File: src/rtl/uart_rx_buffered.sv
// rtl/uart_rx_buffered.sv - 8N1 UART receiver with mid-bit sampling and a FWFT byte FIFO
module uart_rx_buffered #(
  parameter int CLOCK_FREQUENCY = 27000000,
  parameter int BAUD_RATE       = 115200,
  parameter int FIFO_DEPTH      = 4
) (
  input  logic                          clk,
  input  logic                          rst_n,
  input  logic                          rx,
  output logic [7:0]                    rx_data,
  output logic                          rx_valid,
  input  logic                          rx_ready,
  output logic                          frame_err,
  output logic                          overrun,
  output logic [$clog2(FIFO_DEPTH):0]   fifo_count
);

  localparam int BAUD_DIVISOR = CLOCK_FREQUENCY / BAUD_RATE;
  localparam int HALF_DIVISOR = BAUD_DIVISOR / 2;
  localparam int CNT_W        = $clog2(BAUD_DIVISOR + 1);
  localparam int PTR_W        = $clog2(FIFO_DEPTH);
  localparam int OCC_W        = PTR_W + 1;

  localparam logic [CNT_W-1:0] HALF_LAST = CNT_W'(HALF_DIVISOR - 1);
  localparam logic [CNT_W-1:0] BIT_LAST  = CNT_W'(BAUD_DIVISOR - 1);
  localparam logic [OCC_W-1:0] FULL_CNT  = OCC_W'(FIFO_DEPTH);

  typedef enum logic [2:0] {
    S_IDLE,
    S_START,
    S_DATA,
    S_STOP,
    S_BREAK
  } state_t;

  state_t           state_q;
  state_t           state_d;
  logic             sync1;
  logic             rxs;
  logic [CNT_W-1:0] cnt;
  logic [2:0]       bit_idx;
  logic [7:0]       shreg;
  logic             push_q;

  logic             half_done;
  logic             bit_done;
  logic             cnt_clr;
  logic             sample_bit;
  logic             stop_good;
  logic             stop_bad;

  // Two-flop synchronizer; idles high so reset never looks like a start bit.
  always_ff @(posedge clk) begin
    if (!rst_n) begin
      sync1 <= 1'b1;
      rxs   <= 1'b1;
    end else begin
      sync1 <= rx;
      rxs   <= sync1;
    end
  end

  assign half_done = (cnt == HALF_LAST);
  assign bit_done  = (cnt == BIT_LAST);

  always_ff @(posedge clk) begin
    if (!rst_n) begin
      state_q <= S_IDLE;
    end else begin
      state_q <= state_d;
    end
  end

  always_comb begin
    state_d = state_q;
    case (state_q)
      S_IDLE:  if (!rxs) state_d = S_START;
      S_START: if (half_done) state_d = rxs ? S_IDLE : S_DATA;
      S_DATA:  if (bit_done && (bit_idx == 3'd7)) state_d = S_STOP;
      S_STOP:  if (bit_done) state_d = rxs ? S_IDLE : S_BREAK;
      S_BREAK: if (rxs) state_d = S_IDLE;
      default: state_d = S_IDLE;
    endcase
  end

  always_comb begin
    cnt_clr    = 1'b0;
    sample_bit = 1'b0;
    stop_good  = 1'b0;
    stop_bad   = 1'b0;
    case (state_q)
      S_IDLE:  cnt_clr = 1'b1;
      S_START: cnt_clr = half_done;
      S_DATA: begin
        cnt_clr    = bit_done;
        sample_bit = bit_done;
      end
      S_STOP: begin
        cnt_clr   = bit_done;
        stop_good = bit_done & rxs;
        stop_bad  = bit_done & ~rxs;
      end
      S_BREAK: cnt_clr = 1'b1;
      default: cnt_clr = 1'b1;
    endcase
  end

  // Bit timing and deserialisation; the finished byte waits in shreg for the push cycle.
  always_ff @(posedge clk) begin
    if (!rst_n) begin
      cnt       <= '0;
      bit_idx   <= 3'd0;
      shreg     <= 8'h00;
      push_q    <= 1'b0;
      frame_err <= 1'b0;
    end else begin
      cnt       <= cnt_clr ? '0 : cnt + 1'b1;
      push_q    <= stop_good;
      frame_err <= stop_bad;
      if (state_q != S_DATA) begin
        bit_idx <= 3'd0;
      end else if (sample_bit) begin
        bit_idx <= bit_idx + 1'b1;
      end
      if (sample_bit) begin
        shreg <= {rxs, shreg[7:1]};
      end
    end
  end

  logic [7:0]       mem [FIFO_DEPTH];
  logic [PTR_W-1:0] wr_ptr;
  logic [PTR_W-1:0] rd_ptr;
  logic             pop;
  logic             full;
  logic             wr_en;

  assign rx_valid = (fifo_count != '0);
  assign pop      = rx_valid & rx_ready;
  assign full     = (fifo_count == FULL_CNT);
  // A simultaneous pop frees the slot, so a push into a full FIFO still lands.
  assign wr_en    = push_q & (~full | pop);
  assign rx_data  = rx_valid ? mem[rd_ptr] : 8'h00;

  always_ff @(posedge clk) begin
    if (wr_en) begin
      mem[wr_ptr] <= shreg;
    end
  end

  always_ff @(posedge clk) begin
    if (!rst_n) begin
      wr_ptr     <= '0;
      rd_ptr     <= '0;
      fifo_count <= '0;
      overrun    <= 1'b0;
    end else begin
      overrun <= push_q & full & ~pop;
      if (wr_en) begin
        wr_ptr <= wr_ptr + 1'b1;
      end
      if (pop) begin
        rd_ptr <= rd_ptr + 1'b1;
      end
      case ({wr_en, pop})
        2'b10:   fifo_count <= fifo_count + 1'b1;
        2'b01:   fifo_count <= fifo_count - 1'b1;
        default: fifo_count <= fifo_count;
      endcase
    end
  end

endmodule

File: config.mk
export PLATFORM = sky130hd
export DESIGN_NAME = uart_rx_buffered
export DESIGN_NICKNAME = d
export VERILOG_FILES = /design/src/rtl/uart_rx_buffered.sv
export SDC_FILE = /design/constraint.sdc
export NUM_CORES = 1
export LEC_CHECK = 0
export CORE_UTILIZATION = 34
export CTS_CLUSTER_SIZE = 16
export DETAILED_ROUTE_END_ITERATION = 12
export GPL_TIMING_DRIVEN = 0
export MAX_ROUTING_LAYER = met4
export PLACE_DENSITY = 0.63
export SLEW_MARGIN = 20
export SYNTH_ARGS = -nofsm -noshare
export SYNTH_HDL_FRONTEND = slang
export SYNTH_SLANG_ARGS = --single-unit
File: constraint.sdc
create_clock -name clk -period 2.1 [get_ports clk]
set_clock_uncertainty 0.2 [all_clocks]
set_input_delay 0.21 -clock clk [delete_from_list [all_inputs] [get_ports clk]]
set_output_delay 0.21 -clock clk [all_outputs]
set_load 0.005 [all_outputs]
==> impl_metrics.env <==
export IMPL_cts_sinks=68
export IMPL_critPathLaunchType="flop"
export IMPL_cp_required_ns=2.15
export IMPL_ant_nets=0
export IMPL_cp_startpoint="fifo_count[2]"
export IMPL_fmax_ghz=0.467
export IMPL_yosysUniqueCellTypes=44
export IMPL_cts_tree="built"
export IMPL_fin_crit_ns=2.14
export IMPL_clock_latency_ns=0.34
export IMPL_ys_warn_count=0
export IMPL_io_pins=18
export IMPL_rows=33
export IMPL_min_period_over_period_pct=102
export IMPL_area_growth_synth_to_final_pct=23.3
export IMPL_outcome="complete, but fails checks"
export IMPL_antenna_cells=0
export IMPL_min_path_type="in2reg"
export IMPL_synth_area_sq_um=2890
export IMPL_die_w_microns=94.1
export IMPL_ys_seq_area_share_pct=58.3
export IMPL_dieArea_sq_um=8860
export IMPL_synth_flop_cell="dfxtp_1"
export IMPL_slew_headroom_pct=59.1
export IMPL_placed_cells=352
export IMPL_synth_common_cells="dfxtp_1, nor2_1, edfxtp_1"
export IMPL_yosysTopAreaCell="edfxtp_1"
export IMPL_grt_pass1_wl_microns=8420
export IMPL_dp_slack_ns=-0.127
export IMPL_arrival_ns=2.19
export IMPL_drv_slew=0
export IMPL_antenna_found_initial=0
export IMPL_cts_buffers=9
export IMPL_violations="setup timing"
export IMPL_gp_congestion=0.742
export IMPL_final_cells=378
export IMPL_ys_top_cells_by_area="edfxtp_1, dfxtp_1, mux4_2"
export IMPL_clock_path_buffers=2
export IMPL_finalSetupViolations=2
export IMPL_hpwlAfterDp_microns=3360
export IMPL_regToRegStartpoint="fifo_count[2]"
export IMPL_clkSlewWorstSetupHoldPaths_ns=0.08
export IMPL_drt_first_pass_iters=4
export IMPL_path_class="reg2reg"
export IMPL_fp_dieH_microns=94.1
export IMPL_yosysMostFrequentCell="dfxtp_1"
export IMPL_io_buffers=15
export IMPL_num_vias=1821
export IMPL_htreeDepth=3
export IMPL_synth_nets=246
export IMPL_ir_worst_vdd_v=0.000361
export IMPL_leakagePower_nw=1.26
export IMPL_async_flop_share_pct=0
export IMPL_drive_above_1_share_pct=26.7
export IMPL_finalWirelength_microns=5160
export IMPL_gr_total_overflow=0
export IMPL_grt_max_degree=15
export IMPL_hold_viol_final=0
export IMPL_synth_seq_cells=68
export IMPL_via_per_inst=4.82
export IMPL_crit_fanout=2
export IMPL_post_route_drc_count=0
export IMPL_synth_top_cell_area_share_pct=33.3
export IMPL_grtUsageMet2_pct=21.9
export IMPL_maxCapViolations=0
export IMPL_grt_pass1_vias=1739
export IMPL_met1_usage_pct=14.8
export IMPL_final_net_count=282
export IMPL_power_density_nw_per_um2=709
export IMPL_synth_edf_count=32
export IMPL_cts_hold_buf=0
export IMPL_critPathCaptureType="flop"
export IMPL_synth_area_per_cell_sq_um=12.4
export IMPL_grt_busiest_layer="met2"
export IMPL_start_util_pct=35.1
export IMPL_met3_usage_pct=4.13
export IMPL_worst_pin_slew_ns=0.610
export IMPL_drtIter0Drc=67
export IMPL_track_usage_pct=13.3
export IMPL_fill_cells=746
export IMPL_core_area_sq_um=8220
export IMPL_grt_setup_unrepaired="yes"
export IMPL_cts_root_buf="clkbuf_8"
export IMPL_drt_wirelength_per_cell_microns=13.6
export IMPL_utilization_pct=43.3
export IMPL_setup_ws_ns=-0.0435
export IMPL_synth_cells=232
export IMPL_hp_start="rst_n"
==> final timing paths <==
check | slack, ns | cells past startpoint | end
worst max-delay path | -0.04 | 7 | fifo_count[1]
worst max register to register | -0.04 | 7 | fifo_count[1]
worst min-delay path | 0.05 | 2 | rxs
worst min register to register | 0.21 | 1 | rxs
==> where the power goes <==
part	internal, W	total, W	switching, W
registers	0.00137	0.00138	0.00000485
logic	0.0000131	0.0000363	0.0000232
clock network	0.000568	0.00111	0.000540
total	0.00195	0.00252	0.000568
==> state kept, by name, indices dropped and copies added, names as in the netlist, named ones only <==
signal and cells:
bit_idx 3, cnt 8, fifo_count 3, frame_err 1, mem 32, overrun 1
push_q 1, rd_ptr 2, rxs 1, shreg 8, state_q 3, sync1 1
wr_ptr 2
==> routing by layer <==
metal  wire length (microns)  share of wire [%]
met5                       0                  0
met4                      85                1.6
met3                     136                2.6
met2                    2630                 51
met1                    2300                 45
==> cell type report <==
type,count,area [sq um],share of cell area (%)
clock inverters,7,83.8,2.36
multi-input cells,146,1190,33.5
inverters,10,37.5,1.05
flip-flops and latches,68,1700,47.6
repair buffers,27,253,7.10
well taps,105,131,3.69
plain buffers,6,42.5,1.20
clock buffers,9,124,3.48
==> critical path: stages, from the launching register on <==
cell      delay [ns]
dfxtp_4         0.34
or3_4           0.38
nand2_2         0.08
or2_4           0.11
fa_2            0.44
a211oi_2        0.14
o21ai_1         0.09
a221oi_1        0.26
==> through the flow <==
stage	hold WS, ns	total power (W)	setup TNS, ns	area [sq um]
after floorplan	0.111	0.00143	0	2910
after global placement	0.189	0.00144	-0.418	3190
after detailed placement	0.193	0.00144	-0.802	3190
after CTS	0.0294	0.00256	-0.150	3460
after global routing	0.0762	0.00262	-0.325	3560
final	0.0526	0.00252	-0.0794	3560
==> kinds of logic after synthesis <==
family	after synthesis	share of synthesized area, %
XOR/XNOR	12	3.64
flip-flops	68	58.3
AND/OR/NAND/NOR	83	15.6
adder cells (fa/ha/maj)	10	4.60
multiplexers	20	10.5
buffers and inverters	18	2.39
AO/OA/AOI/OAI	21	5.07
==> layout by cell type (no fill, tap or decap), drive strengths merged, types with 2 or more instances in the layout <==
master	Yosys	layout
nand2b	6	6
nand3	3	3
edfxtp	32	32
nor2	35	35
clkbuf	7	15
nor4	2	2
o21ai	4	4
mux4	8	8
nand3b	3	3
clkdlybuf4s50	0	6
nor2b	2	2
clkinv	0	2
xor2	6	6
a21oi	5	5
nand2	6	6
inv	10	13
o31ai	2	2
ha	9	9
xnor2	6	6
nor3	2	2
and2	13	13
mux2i	11	11
nor4b	2	2
a2111oi	2	2
and3	3	3
buf	1	20
dfxtp	36	36
==> repair_timing <==
action,4_1_cts,5_1_grt
pin swaps,10,4
buffers inserted,7,5
endpoints found under the setup margin,26,35
gates resized for setup,45,18
Power figures use the tool's default switching activity.
==> patch 1 (config.mk and constraints unchanged) <==
Set the parameter `CLOCK_FREQUENCY` to 54000000 (it was 27000000).
--- a/src/rtl/uart_rx_buffered.sv
+++ b/src/rtl/uart_rx_buffered.sv
@@ -1,5 +1,5 @@
 // rtl/uart_rx_buffered.sv - 8N1 UART receiver with mid-bit sampling and a FWFT byte FIFO
 module uart_rx_buffered #(
-  parameter int CLOCK_FREQUENCY = 27000000,
+  parameter int CLOCK_FREQUENCY = 54000000,
   parameter int BAUD_RATE       = 115200,
   parameter int FIFO_DEPTH      = 4
Function: no difference found for any inputs over 10 cycles, from zero or initial values and one cycle with rst_n low; that may be too few to reach the edited logic, so the function may still have changed.
==> patch 1 against the unedited design <==
The flow still finishes with violations (setup timing); synthesized area is 0.56% higher; die area grew 0.55%; final area is 0.14% higher; worst setup slack gained 8.6 ps; worst hold slack better by 170 ps; critical path depth is 1 lower; register-to-register slack better by 170 ps; sequential cell count rose by 1; routed wire length grew 6.8%; first-iteration DRC count grew 48%; critical path type is now reg2out; highest routed layer unchanged.
Power is not compared: it rests on default switching activity, and its combinational part moved more than twofold at a synthesized area within 25%.
==> patch 1: results (changes against the unedited design) <==
Cells and area:
- The number of filler instances in the final layout is 786 (+5.4%).
- The multi-input gate share of the layout cell area is 33.8% (+0.34 points).
- The clock buffer count in the final layout was 10 (+1).
- The number of ordinary and repair buffers in the finished layout was 36 (+9.1%).
- The largest registers in the layout are mem (32), cnt (9), shreg (8).
- The number of flip-flops and latches is 69 (+1.5%).
- The area taken by flip-flops and latches is 1710 um2 (+0.89%).
- The fraction of area in clock buffers and inverters is 5.41% (-0.43 points).
- The multi-input logic cell count is 149 (+2.1%).

Detailed routing:
- The number of design-rule violations left by the first detailed-router iteration was 99 (+48%).
- The detailed-route via count was 1,818 (-0.16%).
- The average wire length per cell after detail routing is 14.4 um (+5.7%).
- The final routed wirelength across all metal layers was 5.51 mm (+6.8%).

Critical path:
- The worst register-to-register path begins at push_q.
- The worst register-to-register path ends at fifo_count[2].
- The largest stage delay on the critical path was 470 ps (+30 ps).
- The largest fanout on the critical path is 4 (+2).
- The worst-case reg-to-reg path depth was 5 (-2).
- The register-to-register setup slack is 130 ps (+170 ps).
- The data arrival at the endpoint of the critical path is 1720 ps (-470 ps).

STA:
- The slew at the pin closest to its max-slew limit is 543 ps (-66.5 ps).
- The worst hold margin is 222 ps (+170 ps).
- The worst setup slack after layout came to -34.9 ps (+8.60 ps).
- The post-route setup TNS was -57.7 ps (+21.7 ps).
- The number of endpoints failing setup at the final stage was 2 (unchanged).

Yosys:
- The share of the yosys chip area belonging to registers was 58.6% (+0.36 points).
- By count the netlist is led by 37 x sky130_fd_sc_hd__dfxtp_1, 32 x sky130_fd_sc_hd__edfxtp_1, 31 x sky130_fd_sc_hd__nor2_1.
- By area the synthesized netlist is led by sky130_fd_sc_hd__edfxtp_1 33%, sky130_fd_sc_hd__dfxtp_1 26%, sky130_fd_sc_hd__mux4_2 6.2%, sky130_fd_sc_hd__mux2i_1 4.1%, sky130_fd_sc_hd__nor2_1 4.0%.
- The net count of the mapped netlist is 247 (+0.41%).

Run status:
- The flow ran to the end, but the final reports show violations.
- The checks that failed: setup timing.

Min path:
- The worst hold path begins at sync1.
- The type of the most critical hold path is reg2reg.
- The hold-critical path depth is 1 (-1).

Place:
- The count of port buffers added during placement is 17 (+2).
- The half-perimeter wire length after detailed placement is 3.38 mm (+0.87%).

Global routing:
- The pin count of the biggest net entering global routing came to 14 (-1).
patch 1: cell types whose count changed after synthesis, sizes merged, moves of 3 or more:
cell and delta:
clkbuf +3, nor2 -4, and2 -3, and3 +4
inv -3, xnor2 -3
patch 1: kinds of logic (layout without fill, tap and decap cells):
logic type	after synthesis	after routing	synth area share, %
adder cells (fa/ha/maj)	9	9	4.14
buffers and inverters	17	59	2.20
flip-flops	69	69	58.6
XOR/XNOR	11	11	3.32
AND/OR/NAND/NOR	87	88	16.3
AO/OA/AOI/OAI	21	21	5.05
multiplexers	20	20	10.3
patch 1: repair_timing:
action / 4_1_cts / 5_1_grt
cloned: 0 / 1
setup buffers: 7 / 6
pin swaps: 5 / 5
setup endpoints to repair: 33 / 26
hold buffers: 0 / 0
resized for setup: 30 / 19
patch 1: through the flow:
stage          power (W)  cell area, um2  worst slack, ps
4_1_cts          0.00343            3490            -85.2
2_1_floorplan    0.00194            2910             64.2
5_1_grt          0.00372            3560             -108
3_5_place_dp     0.00229            3210             -373
3_3_place_gp     0.00227            3210             -374
6_report         0.00352            3560            -34.9
patch 1: how the worst max path moves through the flow:
stage | end | slack [ps] | startpoint
3_5_place_dp | rx_data[3] | -370 | register
6_report | rx_data[7] | -30 | register
4_1_cts | rx_data[7] | -90 | register
3_3_place_gp | rx_data[4] | -370 | register
2_1_floorplan | fifo_count[1] | 60 | fifo_count[2]
5_1_grt | rx_data[7] | -110 | register
patch 1: per-layer routing:
layer  wire length [um]  track usage, %  share of wire (%)
met1               2450            14.1                 45
met2               2890            22.5                 52
met3                150            5.07                2.7
met4                 12            2.69               0.22
met5                  0               -                  0
==> patch 2 (config.mk and constraints unchanged) <==
Made on the original files. Put one more register stage on the output `overrun`, without a reset. The value now appears one clock later. The other outputs are not delayed to match.
--- a/src/rtl/uart_rx_buffered.sv
+++ b/src/rtl/uart_rx_buffered.sv
@@ -33,4 +33,6 @@
     S_BREAK
   } state_t;
+
+  logic overrun_s0;
 
   state_t           state_q;
@@ -154,7 +156,7 @@
       rd_ptr     <= '0;
       fifo_count <= '0;
-      overrun    <= 1'b0;
+      overrun_s0 <= 1'b0;
     end else begin
-      overrun <= push_q & full & ~pop;
+      overrun_s0 <= push_q & full & ~pop;
       if (wr_en) begin
         wr_ptr <= wr_ptr + 1'b1;
@@ -171,4 +173,8 @@
   end
 
+  always_ff @(posedge clk) begin
+    overrun <= overrun_s0;
+  end
+
 endmodule
 
Formal check against the unedited RTL: same outputs for any inputs over 10 cycles, from zero or initial values and one cycle with rst_n low; that may be too few to reach the edited logic, so the function may still have changed.
==> patch 2 against the unedited design <==
The run still ends with setup timing left; final cell count is 0.79% higher; routed wire length is 2.4% higher; sequential cell count is 1 higher; synthesized area is 0.69% higher; die area is 0.68% higher; total power is 1.2% lower; final area is 2.1% higher; global-route usage is 0.18 points lower; clock power is 5% lower; worst setup slack worse by 34 ps; critical path type unchanged; critical endpoint unchanged; largest cell class unchanged.
==> patch 2: results (changes against the unedited design) <==
STA:
- The worst setup slack after layout is -77.5 ps (-34.0 ps).
- The post-route setup TNS was -122 ps (-42.1 ps).
- The worst hold margin is 50.7 ps (-1.93 ps).
- The final-report hold violation count is 0 (unchanged).
- The number of endpoints failing setup at the final stage is 2 (unchanged).
- The worst relative slew slack is 61.8% (+2.7 points).

Place:
- The worst slack at placement came to -113 ps (+14.0 ps).
- The final weighted congestion of routability-driven global placement is 0.737 (-0.59%).
- The area of placed instances is 3210 um2 (+0.63%).
- The total placed cells including tap cells is 353 (+0.28%).
- The half-perimeter wire length after detailed placement is 3.26 mm (-2.7%).

Cells and area:
- The fraction of layout cells with a size suffix above 1 is 27.9% (+1.2 points).
- The largest registers in the layout are mem (32), cnt (8), shreg (8).
- The count of placed standard cells in the final layout, fillers left out is 381 (+0.79%).
- The total number of nets in the final design came to 285 (+1.1%).

Global routing:
- The met1 usage in global routing is 15.7% (+0.92 points).
- The number of global-route vias before repair is 1,686 (-3.0%).
- The global router's overall resource usage is 13.2% (-0.18 points).
- The wire length of the first global-routing pass is 8.31 mm (-1.3%).
- The met2 track demand over resource is 20.9% (-1.0 points).
- The pin count of the biggest net entering global routing is 14 (-1).

Critical path:
- The data arrival at the endpoint of the critical path was 2230 ps (+40 ps).
- The cell family contributing the most delay on the critical path is simple AND/OR/NAND/NOR gates.

Yosys:
- The cell count after synthesis came to 233 (+0.43%).
- Sorting the synthesized cells by area gives the leading types as sky130_fd_sc_hd__edfxtp_1 33%, sky130_fd_sc_hd__dfxtp_1 25%, sky130_fd_sc_hd__mux4_2 6.2%, sky130_fd_sc_hd__nor2_1 4.5%, sky130_fd_sc_hd__ha_1 3.9%.
- The net count of the mapped netlist is 247 (+0.41%).
- Counting instances in the post-synthesis netlist gives the leading cell types as 37 x sky130_fd_sc_hd__dfxtp_1, 35 x sky130_fd_sc_hd__nor2_1, 32 x sky130_fd_sc_hd__edfxtp_1.

Power:
- The highest ir drop seen on vdd is 0.339 mV (-6.1%).
- The share of power burned in registers is 56.1% (+1.5 points).
- The internal power summed over all cells is 0.00195 W (about the same).
- The cell leakage power was 1.27 nW (+1.0%).

Clock tree:
- The post-cts repair resize count is 47 (+4.4%).
- The post-CTS setup-driven buffer insertion count is 10 (+3).
- The clock transition at the register clock pins on the worst setup and hold paths after CTS came to 80 ps (about the same).

Detailed routing:
- The detailed-route via count is 1,850 (+1.6%).
- The number of design-rule violations left by the first detailed-router iteration is 75 (+12%).
- The number of detailed-routing iterations run before antenna repair came to 4 (unchanged).
- The average wire length per cell after detail routing came to 13.9 um (+1.6%).

Min path:
- For hold timing, the worst endpoint is sync1.
- The hold-critical path depth is 2 (unchanged).

Run status:
- The checks that failed: setup timing.
- The run finished, with violations left.
[patch 2: cell count changes after synthesis, sizes merged]
cell   unedited run  this run
dfxtp            36        37
[patch 2: logic make-up after synthesis]
group	share of synthesized area (%)
buffers and inverters	2.37
and+or+nand+nor	15.5
xor gates and xnor gates	3.62
AOI/OAI and AO/OA	5.04
DFF	58.6
muxes	10.4
adders and majority gates	4.57
[patch 2: cell type report]
| class | instances | area, um2 |
|---|---|---|
| Inverter | 10 | 37.5 |
| Sequential cell | 69 | 1720 |
| Multi-Input combinational cell | 146 | 1210 |
| Clock inverter | 7 | 73.8 |
| Tap cell | 105 | 131 |
| Clock buffer | 9 | 124 |
| Fill cell | 752 | 4630 |
| Timing Repair Buffer | 29 | 293 |
| Buffer | 6 | 48.8 |
[patch 2: metal layers]
metal | routed length (um) | vias to the layer above
met5 | 0 | -
met4 | 85 | 0
met3 | 132 | 7
met2 | 2680 | 29
met1 | 2380 | 908
li1 | - | 906
